--- src/rtl/prog_loader_pkg.sv ---
// Shared types and widths for the program loader and its address counter.
package definitions;

    // Loader sequencing states:
    //   S_IDLE  | waiting for the first beat of a new load
    //   S_LD_IM | streaming words into instruction memory
    //   S_LD_DM | streaming bytes into data memory
    //   S_RST   | holding the core in reset before the run
    //   S_RUN   | core running, counting cycles until done or timeout
    //   S_DUMP  | core frozen, data memory window streamed out
    //   S_FIN   | one-cycle wrap-up with status held, then back to idle
    typedef enum logic [2:0] {
        S_IDLE,
        S_LD_IM,
        S_LD_DM,
        S_RST,
        S_RUN,
        S_DUMP,
        S_FIN
    } loader_state_t;

    localparam int kIM_W   = 9;
    localparam int kDM_W   = 8;
    localparam int kADDR_W = 8;

endpackage

--- src/rtl/prog_loader_counter.sv ---
// Address/index counter: 8-bit address out, one extra internal bit so a
// full 256-entry memory can be reported as "at limit" instead of wrapping.
module ld_counter
    import definitions::*;
(
    input  logic               clk,
    input  logic               reset,
    input  logic               clr,
    input  logic               en,
    input  logic [kADDR_W:0]   limit,
    output logic [kADDR_W-1:0] count,
    output logic               at_limit
);

    logic [kADDR_W:0] cnt;

    // Clear wins over enable; the count holds once it reaches the limit.
    always_ff @(posedge clk) begin
        if (!reset) begin
            cnt <= '0;
        end else if (clr) begin
            cnt <= '0;
        end else if (en && !at_limit) begin
            cnt <= cnt + 1'b1;
        end
    end

    assign count    = cnt[kADDR_W-1:0];
    assign at_limit = (cnt == limit);

endmodule

--- src/rtl/prog_loader.sv ---
// Program loader: writes instruction/data images from a stream, runs the
// core until done or timeout, then streams a window of data memory back.
module prog_loader
    import definitions::*;
#(
    parameter int          IM_DEPTH  = 256,
    parameter int          DM_DEPTH  = 256,
    parameter int          RST_CYC   = 2,
    parameter logic [15:0] TIMEOUT   = 16'hFFFF,
    parameter logic [7:0]  DUMP_BASE = 8'd0,
    parameter logic [7:0]  DUMP_LEN  = 8'd16
) (
    input  logic               clk,
    input  logic               reset,
    input  logic               in_valid,
    output logic               in_ready,
    input  logic [kIM_W-1:0]   in_data,
    input  logic               in_last,
    output logic               im_we,
    output logic [kADDR_W-1:0] im_addr,
    output logic [kIM_W-1:0]   im_din,
    output logic               dm_we,
    output logic [kADDR_W-1:0] dm_addr,
    output logic [kDM_W-1:0]   dm_din,
    input  logic [kDM_W-1:0]   dm_dout,
    output logic               cpu_rst,
    input  logic               cpu_done,
    output logic               out_valid,
    input  logic               out_ready,
    output logic [kDM_W-1:0]   out_data,
    output logic               out_last,
    output logic [15:0]        run_cycles,
    output logic               busy,
    output logic               timed_out,
    output logic               ovf
);

    localparam logic [15:0]        kRunMax  = TIMEOUT - 16'd1;
    localparam logic [7:0]         kRstLast = 8'(RST_CYC - 1);
    // DUMP_LEN of 0 means a full 256-byte window; the dump counter
    // saturates on the final index, so its at_limit doubles as out_last.
    localparam logic [kADDR_W:0]   kDumpLastIdx =
        (DUMP_LEN == 8'd0) ? 9'd255 : 9'(DUMP_LEN) - 9'd1;

    loader_state_t      state;
    logic [7:0]         rst_cnt;
    logic               in_hs;
    logic               out_hs;
    logic               loading_im;
    logic               loading_dm;
    logic [kADDR_W-1:0] ld_addr;
    logic               ld_full;
    logic               ld_clr;
    logic [kADDR_W:0]   ld_limit;
    logic [kADDR_W-1:0] dump_idx;
    logic               dump_last;

    assign in_hs      = in_valid && in_ready;
    assign out_hs     = out_valid && out_ready;
    // The first beat in IDLE is instruction word 0, so IDLE loads like LD_IM.
    assign loading_im = (state == S_IDLE) || (state == S_LD_IM);
    assign loading_dm = (state == S_LD_DM);

    assign ld_limit = loading_dm ? 9'(DM_DEPTH) : 9'(IM_DEPTH);
    assign ld_clr   = !(loading_im || loading_dm) || (in_hs && in_last && loading_im);

    ld_counter u_ld_cnt (
        .clk      (clk),
        .reset    (reset),
        .clr      (ld_clr),
        .en       (in_hs && (loading_im || loading_dm)),
        .limit    (ld_limit),
        .count    (ld_addr),
        .at_limit (ld_full)
    );

    ld_counter u_dump_cnt (
        .clk      (clk),
        .reset    (reset),
        .clr      (state != S_DUMP),
        .en       (out_hs),
        .limit    (kDumpLastIdx),
        .count    (dump_idx),
        .at_limit (dump_last)
    );

    // Memory write strobes follow the handshake directly; beats past the
    // memory depth are swallowed without a write.
    always_comb begin
        im_we   = in_hs && loading_im && !ld_full;
        im_addr = ld_addr;
        im_din  = in_data;
        dm_we   = in_hs && loading_dm && !ld_full;
        dm_din  = in_data[kDM_W-1:0];
        dm_addr = ld_addr;
        if (state == S_DUMP) begin
            dm_addr = DUMP_BASE + dump_idx;
        end
        out_data = dm_dout;
        out_last = (state == S_DUMP) && dump_last;
    end

    // Sequencer with registered handshake and status outputs.
    always_ff @(posedge clk) begin
        if (!reset) begin
            state      <= S_IDLE;
            rst_cnt    <= '0;
            in_ready   <= 1'b1;
            cpu_rst    <= 1'b1;
            out_valid  <= 1'b0;
            busy       <= 1'b0;
            run_cycles <= '0;
            timed_out  <= 1'b0;
            ovf        <= 1'b0;
        end else begin
            case (state)
                S_IDLE: begin
                    if (in_hs) begin
                        run_cycles <= '0;
                        timed_out  <= 1'b0;
                        ovf        <= 1'b0;
                        busy       <= 1'b1;
                        state      <= in_last ? S_LD_DM : S_LD_IM;
                    end
                end
                S_LD_IM: begin
                    if (in_hs) begin
                        if (ld_full) ovf <= 1'b1;
                        if (in_last) state <= S_LD_DM;
                    end
                end
                S_LD_DM: begin
                    if (in_hs) begin
                        if (ld_full) ovf <= 1'b1;
                        if (in_last) begin
                            state    <= S_RST;
                            in_ready <= 1'b0;
                            rst_cnt  <= '0;
                        end
                    end
                end
                S_RST: begin
                    if (rst_cnt == kRstLast) begin
                        state   <= S_RUN;
                        cpu_rst <= 1'b0;
                    end else begin
                        rst_cnt <= rst_cnt + 8'd1;
                    end
                end
                S_RUN: begin
                    // done has priority over a coincident timeout
                    if (cpu_done || (run_cycles == kRunMax)) begin
                        state     <= S_DUMP;
                        cpu_rst   <= 1'b1;
                        out_valid <= 1'b1;
                        if (!cpu_done) timed_out <= 1'b1;
                    end else begin
                        run_cycles <= run_cycles + 16'd1;
                    end
                end
                S_DUMP: begin
                    if (out_hs && dump_last) begin
                        state     <= S_FIN;
                        out_valid <= 1'b0;
                        busy      <= 1'b0;
                    end
                end
                S_FIN: begin
                    state    <= S_IDLE;
                    in_ready <= 1'b1;
                end
                default: begin
                    state <= S_IDLE;
                end
            endcase
        end
    end

endmodule
--- config.mk ---
export PLATFORM = sky130hd
export DESIGN_NAME = prog_loader
export DESIGN_NICKNAME = d
export VERILOG_FILES = /design/src/rtl/prog_loader_pkg.sv /design/src/rtl/prog_loader_counter.sv /design/src/rtl/prog_loader.sv
export SDC_FILE = /design/constraint.sdc
export NUM_CORES = 1
export LEC_CHECK = 0
export ABC_AREA = 1
export CORE_MARGIN = 2
export CORE_UTILIZATION = 45
export CTS_BUF_LIST = sky130_fd_sc_hd__clkbuf_4
export DETAILED_ROUTE_END_ITERATION = 8
export DONT_BUFFER_PORTS = 1
export PLACE_DENSITY_LB_ADDON = 0.15
export SYNTH_ARGS = -nofsm -noshare
export SYNTH_HDL_FRONTEND = slang
export SYNTH_SLANG_ARGS = --single-unit
--- constraint.sdc ---
create_clock -name clk -period 2.2 [get_ports clk]
set_clock_uncertainty 0.15 [all_clocks]
set_input_delay 0.22 -clock clk [delete_from_list [all_inputs] [get_ports clk]]
set_output_delay 0.22 -clock clk [all_outputs]
set_load 0.01 [all_outputs]
==> impl_metrics.py, run 1 <==
metrics = {
    "run_status": {
        "status": "finished, final reports clean",
    },
    "route": {
        "drt-total-wl_um": 8380,
        "via_per_inst": 4.98,
        "ant_nets": 0,
        "vias": 3254,
        "drt_pre_antenna_iters": 4,
        "drc_errors": 0,
        "drtIter0Drc": 147,
        "wl_per_cell_um": 12.8,
    },
    "sta": {
        "finalHoldViolations": 0,
        "tightest_slew_ns": 0.739,
        "fmax_mhz": 492,
        "finalCritPeriodShare_pct": 92.3,
        "final-setup-viol-count": 0,
        "grt_setup_unrepaired": "no",
        "maxSlewViolCount": 0,
        "period_minus_slack_ns": 2.03,
        "relSlewSlack_pct": 50.6,
        "tns_ns": 0,
        "hold_ws_ns": 0.0191,
    },
    "power_and_ir_drop": {
        "design_power_total_w": 0.00322,
        "p_clk_share_pct": 14.0,
        "pwr-share-seq_pct": 36.2,
        "leakage_nw": 1.46,
        "switching_power_w": 0.00154,
        "power_frac_comb_pct": 49.8,
        "switching_share_pct": 47.8,
        "p_int_w": 0.00168,
        "p_per_area_mw_per_mm2": 892,
        "irDropWorstVdd_mv": 0.592,
    },
    "clock_tree": {
        "cts_tree": "built",
        "h-tree-depth": 2,
        "root_buffer": "clkbuf_4",
        "cts_inserted_buffers": 5,
        "path_clk_slew_ns": 0.16,
        "clock-sinks": 51,
        "clk_latency_ns": 0.37,
        "max-clock-path-buffers": 2,
    },
    "floorplan": {
        "dieArea_mm2": 0.00852,
        "initial_utilization_pct": 45.9,
        "fp-row-count": 32,
        "io_pins": 89,
        "dieHeight_um": 92.3,
        "die_w_um": 92.3,
        "core_area_mm2": 0.00765,
    },
    "grt": {
        "grt_pass1_vias": 3004,
        "grt_start_max_net_pins": 19,
        "overflow": 0,
        "antenna_found_initial": 0,
        "grt_first_pass_wirelength_um": 14000,
        "grt.total_usage_pct": 20.0,
    },
    "setup_path": {
        "worstSetupStartpointType": "flip-flop",
        "cp_slowest_cell": "dfxtp_1",
        "crit_path_cell_trace": "ha_1 > nand3_1 > nor3_2 > buf_4",
        "cp-end-kind": "output port",
        "cp.arrival_ns": 1.66,
        "slowest_delay_ns": 0.42,
        "cp_max_fo": 5,
        "critical_path_class": "flip-flop to output port",
        "required_ns": 1.83,
    },
    "placed_design": {
        "globalplace.congestion": 0.854,
        "placedCellCount": 643,
        "dpl.hpwl_um": 6380,
        "portBuffers": 0,
    },
    "logic_synthesis": {
        "netlist_area_mm2": 0.00351,
        "ys_warn_count": 0,
        "synthCells": 560,
        "yosys-top-cells-area": "dfxtp_1, nand2_1, inv_1",
        "synth_top_area_share_pct": 29.1,
        "async_flop_share_pct": 0,
        "seq_area_frac_synth_pct": 29.1,
        "netlist-cell-type-count": 39,
        "synth_edf_count": 0,
        "ys_ff_latch": 51,
        "synthFlopType": "dfxtp_1",
        "synth_area_leader_cell": "dfxtp_1",
        "syn_avg_cell_area_um2": 6.26,
        "synth_fp_nets": 590,
    },
    "min_path": {
        "hp-class": "input port to flip-flop",
    },
    "run": {
        "cap_violations": 0,
    },
    "finish": {
        "final_cell_count_no_fill": 654,
        "n_fill_cell": 825,
        "nets": 581,
        "diodes": 0,
        "drive_gt1_share_pct": 11.8,
        "layout-area-overhead-vs-synth_pct": 3.03,
    },
}
-- what timing repair did --
action,4_1_cts,5_1_grt
gates resized for setup,0,5
endpoints found under the setup margin,0,18
buffers inserted,0,0
hold buffers,3,0
hold endpoints to repair,27,0
-- worst max-delay path, delay by kind of cell, from the launching register on --
kind,cells,cell delay (ns)
flip-flops,1,0.42
AND/OR/NAND/NOR,2,0.48
adder cells (fa/ha/maj),1,0.25
buffers and inverters,1,0.16
-- area by class of cell --
cell class              instances  area (µm²)  area share, %
clock buffers                   7        52.6           1.45
clock inverters                 1        5.00          0.139
flip-flops and latches         51        1020           28.3
multi-input cells             390        1910           52.9
well taps                     102         128           3.53
repair buffers                 26         203           5.61
inverters                      77         290           8.03
-- cell families after synthesis --
group                      after synthesis  synth area share, %
AOI/OAI and AO/OA                       70                 11.1
xor gates and xnor gates                 6                 1.50
adders and majority gates                7                 2.50
buffers and inverters                  119                 16.7
DFF                                     51                 29.1
and+or+nand+nor                        307                 39.1
-- per-layer routing --
layer  vias up  track usage [%]  share of wire (%)
met1      1463             26.8                 47
met5         -                0                  0
met4         0             5.35                1.7
met2        60             32.8                 46
met3         9             4.11                5.2
li1       1722                -                  -
-- Yosys cell counts (2+ instances only) --
| cell | number |
|---|---|
| clkbuf_1 | 3 |
| nor2_4 | 3 |
| nand2_1 | 138 |
| a21oi_2 | 2 |
| dfxtp_1 | 51 |
| nor3b_1 | 4 |
| nand2_4 | 3 |
| a21oi_1 | 34 |
| buf_4 | 34 |
| buf_2 | 3 |
| ha_1 | 7 |
| nand2_2 | 7 |
| xor2_1 | 5 |
| nor3_1 | 12 |
| o211ai_1 | 2 |
| nand4_1 | 11 |
| nor2_2 | 7 |
| inv_2 | 4 |
| o21ai_0 | 24 |
| inv_1 | 72 |
| nand3_1 | 47 |
| nor2_1 | 69 |
| nand3b_1 | 2 |
-- per-stage QoR --
step | utilization [%] | worst slack (ns) | instance area, µm²
after CTS | 47.1 | 0.100 | 3600
final | 47.3 | 0.169 | 3610
after floorplan | - | 0.517 | 3510
after global routing | 47.3 | 0.0207 | 3610
after detailed placement | 45.9 | 0.211 | 3510
after global placement | 45.9 | 0.221 | 3510
-- worst paths after layout --
check	startpoint	cells past startpoint	slack, ns	to
max	u_dump_cnt.cnt[0]	4	0.17	out_last
min	out_ready	5	0.02	out_valid
max reg2reg	u_dump_cnt.cnt[0]	7	0.20	state[0]
min reg2reg	u_dump_cnt.cnt[8]	2	0.36	u_dump_cnt.cnt[8]
-- power by group through the flow --
| stage | clock network, W | logic [W] | registers [W] |
|---|---|---|---|
| 5_1_grt | 0.000507 | 0.00183 | 0.00118 |
| 4_1_cts | 0.000478 | 0.00159 | 0.00116 |
| 3_5_place_dp | 0 | 0.00158 | 0.00118 |
| 6_report | 0.000450 | 0.00161 | 0.00117 |
| 2_1_floorplan | 0 | 0.00130 | 0.00116 |
| 3_3_place_gp | 0 | 0.00157 | 0.00118 |
-- registers in the layout, indices dropped and copies added, names as in the netlist --
register / cells
run_cycles: 16
u_dump_cnt.cnt: 9
u_ld_cnt.cnt: 9
rst_cnt: 8
state: 3
busy: 1
cpu_rst: 1
in_ready: 1
out_valid: 1
ovf: 1
timed_out: 1
-- cells in the final DEF (no fill, tap or decap), types with 3 or more instances in the layout --
cell / count
nor3_1: 11
nand4_1: 11
nor2_4: 3
buf_4: 23
inv_1: 72
inv_2: 4
nor2_1: 68
o21ai_0: 24
dfxtp_1: 49
clkbuf_4: 7
xor2_1: 5
a21oi_1: 34
nand2_2: 6
dlygate4sd3_1: 3
nand2_4: 4
nor3b_1: 4
nand3_1: 47
ha_1: 7
nand2_1: 138
nor2_2: 8
(Power assumes the default switching activity.)
==> run 2, diff against run 1 <==
ABC_AREA = not set   (was 1)
==> run 2 against run 1 <==
Net effect:
- die area fell by 14%
- cell count shrank 32%
- sequential power shrank 17%
- total power shrank 50%
- critical path type unchanged
- largest power group is now registers
- highest routed layer unchanged
==> impl_metrics.py, run 2 <==
metrics = {
    "finish": {
        "final_common_cell": "dfxtp_1",
        "largest_reg_flops": 16,
        "layout_common_cells": "dfxtp_1, nor2_1, buf_4",
        "n_fill_cell": 642,
        "drive_gt1_share_pct": 16.9,
        "reg_top3": "run_cycles x16, u_dump_cnt.cnt x9, u_ld_cnt.cnt x9",
        "regMostFlops": "run_cycles",
        "layout-area-overhead-vs-synth_pct": 6.54,
        "diodes": 0,
        "multiInputGateArea_mm2": 0.00169,
        "final-seq-area_mm2": 0.00102,
        "nets": 395,
    },
    "floorplan": {
        "io_pins": 89,
        "initial_utilization_pct": 47.0,
        "dieHeight_um": 85.7,
        "die_w_um": 85.7,
        "fp-row-count": 29,
        "dieArea_mm2": 0.00735,
        "core_area_mm2": 0.00639,
    },
    "logic_synthesis": {
        "ys_ff_latch": 51,
        "syn_avg_cell_area_um2": 8.25,
        "netlist_area_mm2": 0.00300,
        "synth-adder-area-share_pct": 2.92,
        "synth_fp_nets": 394,
        "synth_edf_count": 0,
        "netlist-cell-type-count": 54,
        "synth-simple-area-share_pct": 29.7,
        "yosysMostFrequentCell": "dfxtp_1",
        "synthTopCellsByCount": "dfxtp_1, nor2_1, buf_4",
        "yosys-top-cells-area": "dfxtp_1, buf_4, nor2_1",
        "muxShareOfSynthArea_pct": 3.29,
        "ys_warn_count": 0,
        "async_flop_share_pct": 0,
        "synth_compound_area_share_pct": 11.7,
        "synthFlopType": "dfxtp_1",
        "synth_top_family_by_area": "simple AND/OR/NAND/NOR gates",
        "synthCells": 364,
        "synth_area_leader_cell": "dfxtp_1",
        "synth_xor_area_share_pct": 7.58,
        "seq_area_frac_synth_pct": 34.0,
        "synth_top_area_share_pct": 34.0,
    },
    "clock_tree": {
        "h-tree-depth": 2,
        "max-clock-path-buffers": 2,
        "path_clk_slew_ns": 0.16,
        "cts_setup_buffers": 0,
        "root_buffer": "clkbuf_4",
        "clock-sinks": 51,
        "clk_latency_ns": 0.37,
        "cts_inserted_buffers": 5,
        "cts_tree": "built",
    },
    "grt": {
        "grt_pass1_vias": 2363,
        "grt_start_max_net_pins": 16,
        "grt_first_pass_wirelength_um": 11500,
        "overflow": 0,
        "antenna_found_initial": 0,
        "grt.total_usage_pct": 19.2,
    },
    "setup_path": {
        "cp.arrival_ns": 1.72,
        "required_ns": 1.83,
        "cp_max_fo": 5,
        "slowest_delay_ns": 0.43,
        "rrSetupSlack_ns": 0.14,
        "critPathLaunch": "u_ld_cnt.cnt[0]",
        "critical_path_class": "flip-flop to output port",
        "worstSetupStartpointType": "flip-flop",
        "cp-end-kind": "output port",
        "r2r-start": "run_cycles[0]",
        "cp_slowest_cell": "dfxtp_2",
        "crit_path_cell_trace": "inv_1 > ha_1 > nand4_1 > nand3_2 > nor3_4",
    },
    "route": {
        "ant_nets": 0,
        "met2_length_um": 3110,
        "wl_per_cell_um": 15.6,
        "highest_layer": "met4",
        "drt-total-wl_um": 6900,
        "via_per_inst": 5.58,
        "drtIter0Drc": 66,
        "drt_pre_antenna_iters": 4,
        "routed-wl-met3_um": 410,
        "met1_length_um": 3310,
        "drc_errors": 0,
        "vias": 2471,
    },
    "run_status": {
        "status": "finished, final reports clean",
    },
    "sta": {
        "fmax_mhz": 479,
        "period_minus_slack_ns": 2.09,
        "tns_ns": 0,
        "final-setup-viol-count": 0,
        "tightest_slew_ns": 0.521,
        "maxSlewViolCount": 0,
        "finalCritPeriodShare_pct": 94.9,
        "relSlewSlack_pct": 64.8,
        "finalHoldViolations": 0,
        "layout_setup_ws_ns": 0.113,
    },
    "placed_design": {
        "place_ws_ns": 0.158,
        "dpl.hpwl_um": 5140,
        "portBuffers": 0,
        "globalplace.congestion": 0.822,
    },
    "min_path": {
        "hp-class": "input port to flip-flop",
        "min_from": "cpu_done",
    },
    "power_and_ir_drop": {
        "leakage_nw": 1.14,
        "irDropWorstVdd_mv": 0.248,
        "p_per_area_mw_per_mm2": 502,
    },
    "run": {
        "cap_violations": 0,
    },
}
==> run 2: path summary, 6_finish.rpt <==
check	end	depth (start not counted)
setup / recovery	dm_we	5
hold / removal	run_cycles[10]	5
setup reg to reg	run_cycles[9]	7
hold reg to reg	u_ld_cnt.cnt[1]	2
==> run 2: stage by stage <==
step | util (%) | instances | hold WS, ns | cell area [µm²] | power (W)
floorplan | - | 364 | 0.239 | 3000 | 0.00117
global placement | 47.7 | 429 | 0.149 | 3050 | 0.00117
detailed placement | 47.7 | 429 | 0.150 | 3050 | 0.00117
CTS | 49.8 | 443 | 0.0336 | 3180 | 0.00163
global route | 50.1 | 443 | 0.0496 | 3200 | 0.00169
finish | 50.1 | 443 | 0.0478 | 3200 | 0.00161
==> run 2: cell type report <==
cell class | count | share of cell area (%)
clock inverters | 2 | 0.391
well taps | 77 | 3.01
clock buffers | 6 | 1.41
inverters | 10 | 1.17
repair buffers | 37 | 9.15
multi-input cells | 260 | 52.9
flip-flops and latches | 51 | 32.0
==> run 2: kinds of logic (layout without fill, tap and decap cells) <==
kind of cell | count (synthesis) | count (layout)
compound gates | 56 | 56
fa+ha+maj | 7 | 7
xor+xnor | 26 | 26
simple gates | 162 | 162
flops | 51 | 51
buf+inv | 53 | 55
mux | 9 | 9
==> run 2: repair_timing <==
item / CTS / global route
endpoints found under the setup margin: 11 / 11
hold buffers: 6 / 0
pin swaps: 0 / 2
endpoints found under the hold margin: 32 / 0
resized for setup: 5 / 7
==> run 2: critical path: cells and delay by family, from the launching register on <==
family | cells | cell delay (ns)
adder cells (fa/ha/maj) | 1 | 0.20
buffers and inverters | 1 | 0.09
flip-flops | 1 | 0.43
AND/OR/NAND/NOR | 3 | 0.60
==> run 2: power breakdown <==
| group | switching [W] | leakage (nW) | internal [W] |
|---|---|---|---|
| Sequential | 0.0000266 | 0.413 | 0.000940 |
| Combinational | 0.000126 | 0.695 | 0.0000816 |
| Clock | 0.000294 | 0.0333 | 0.000137 |
| Total | 0.000447 | 1.14 | 0.00116 |
==> run 2: routing by layer <==
metal  up-vias  track usage [%]
met4         0             4.18
met2        44             30.6
met1      1157             26.3
met3         5             5.10
met5         -                0
li1       1265                -
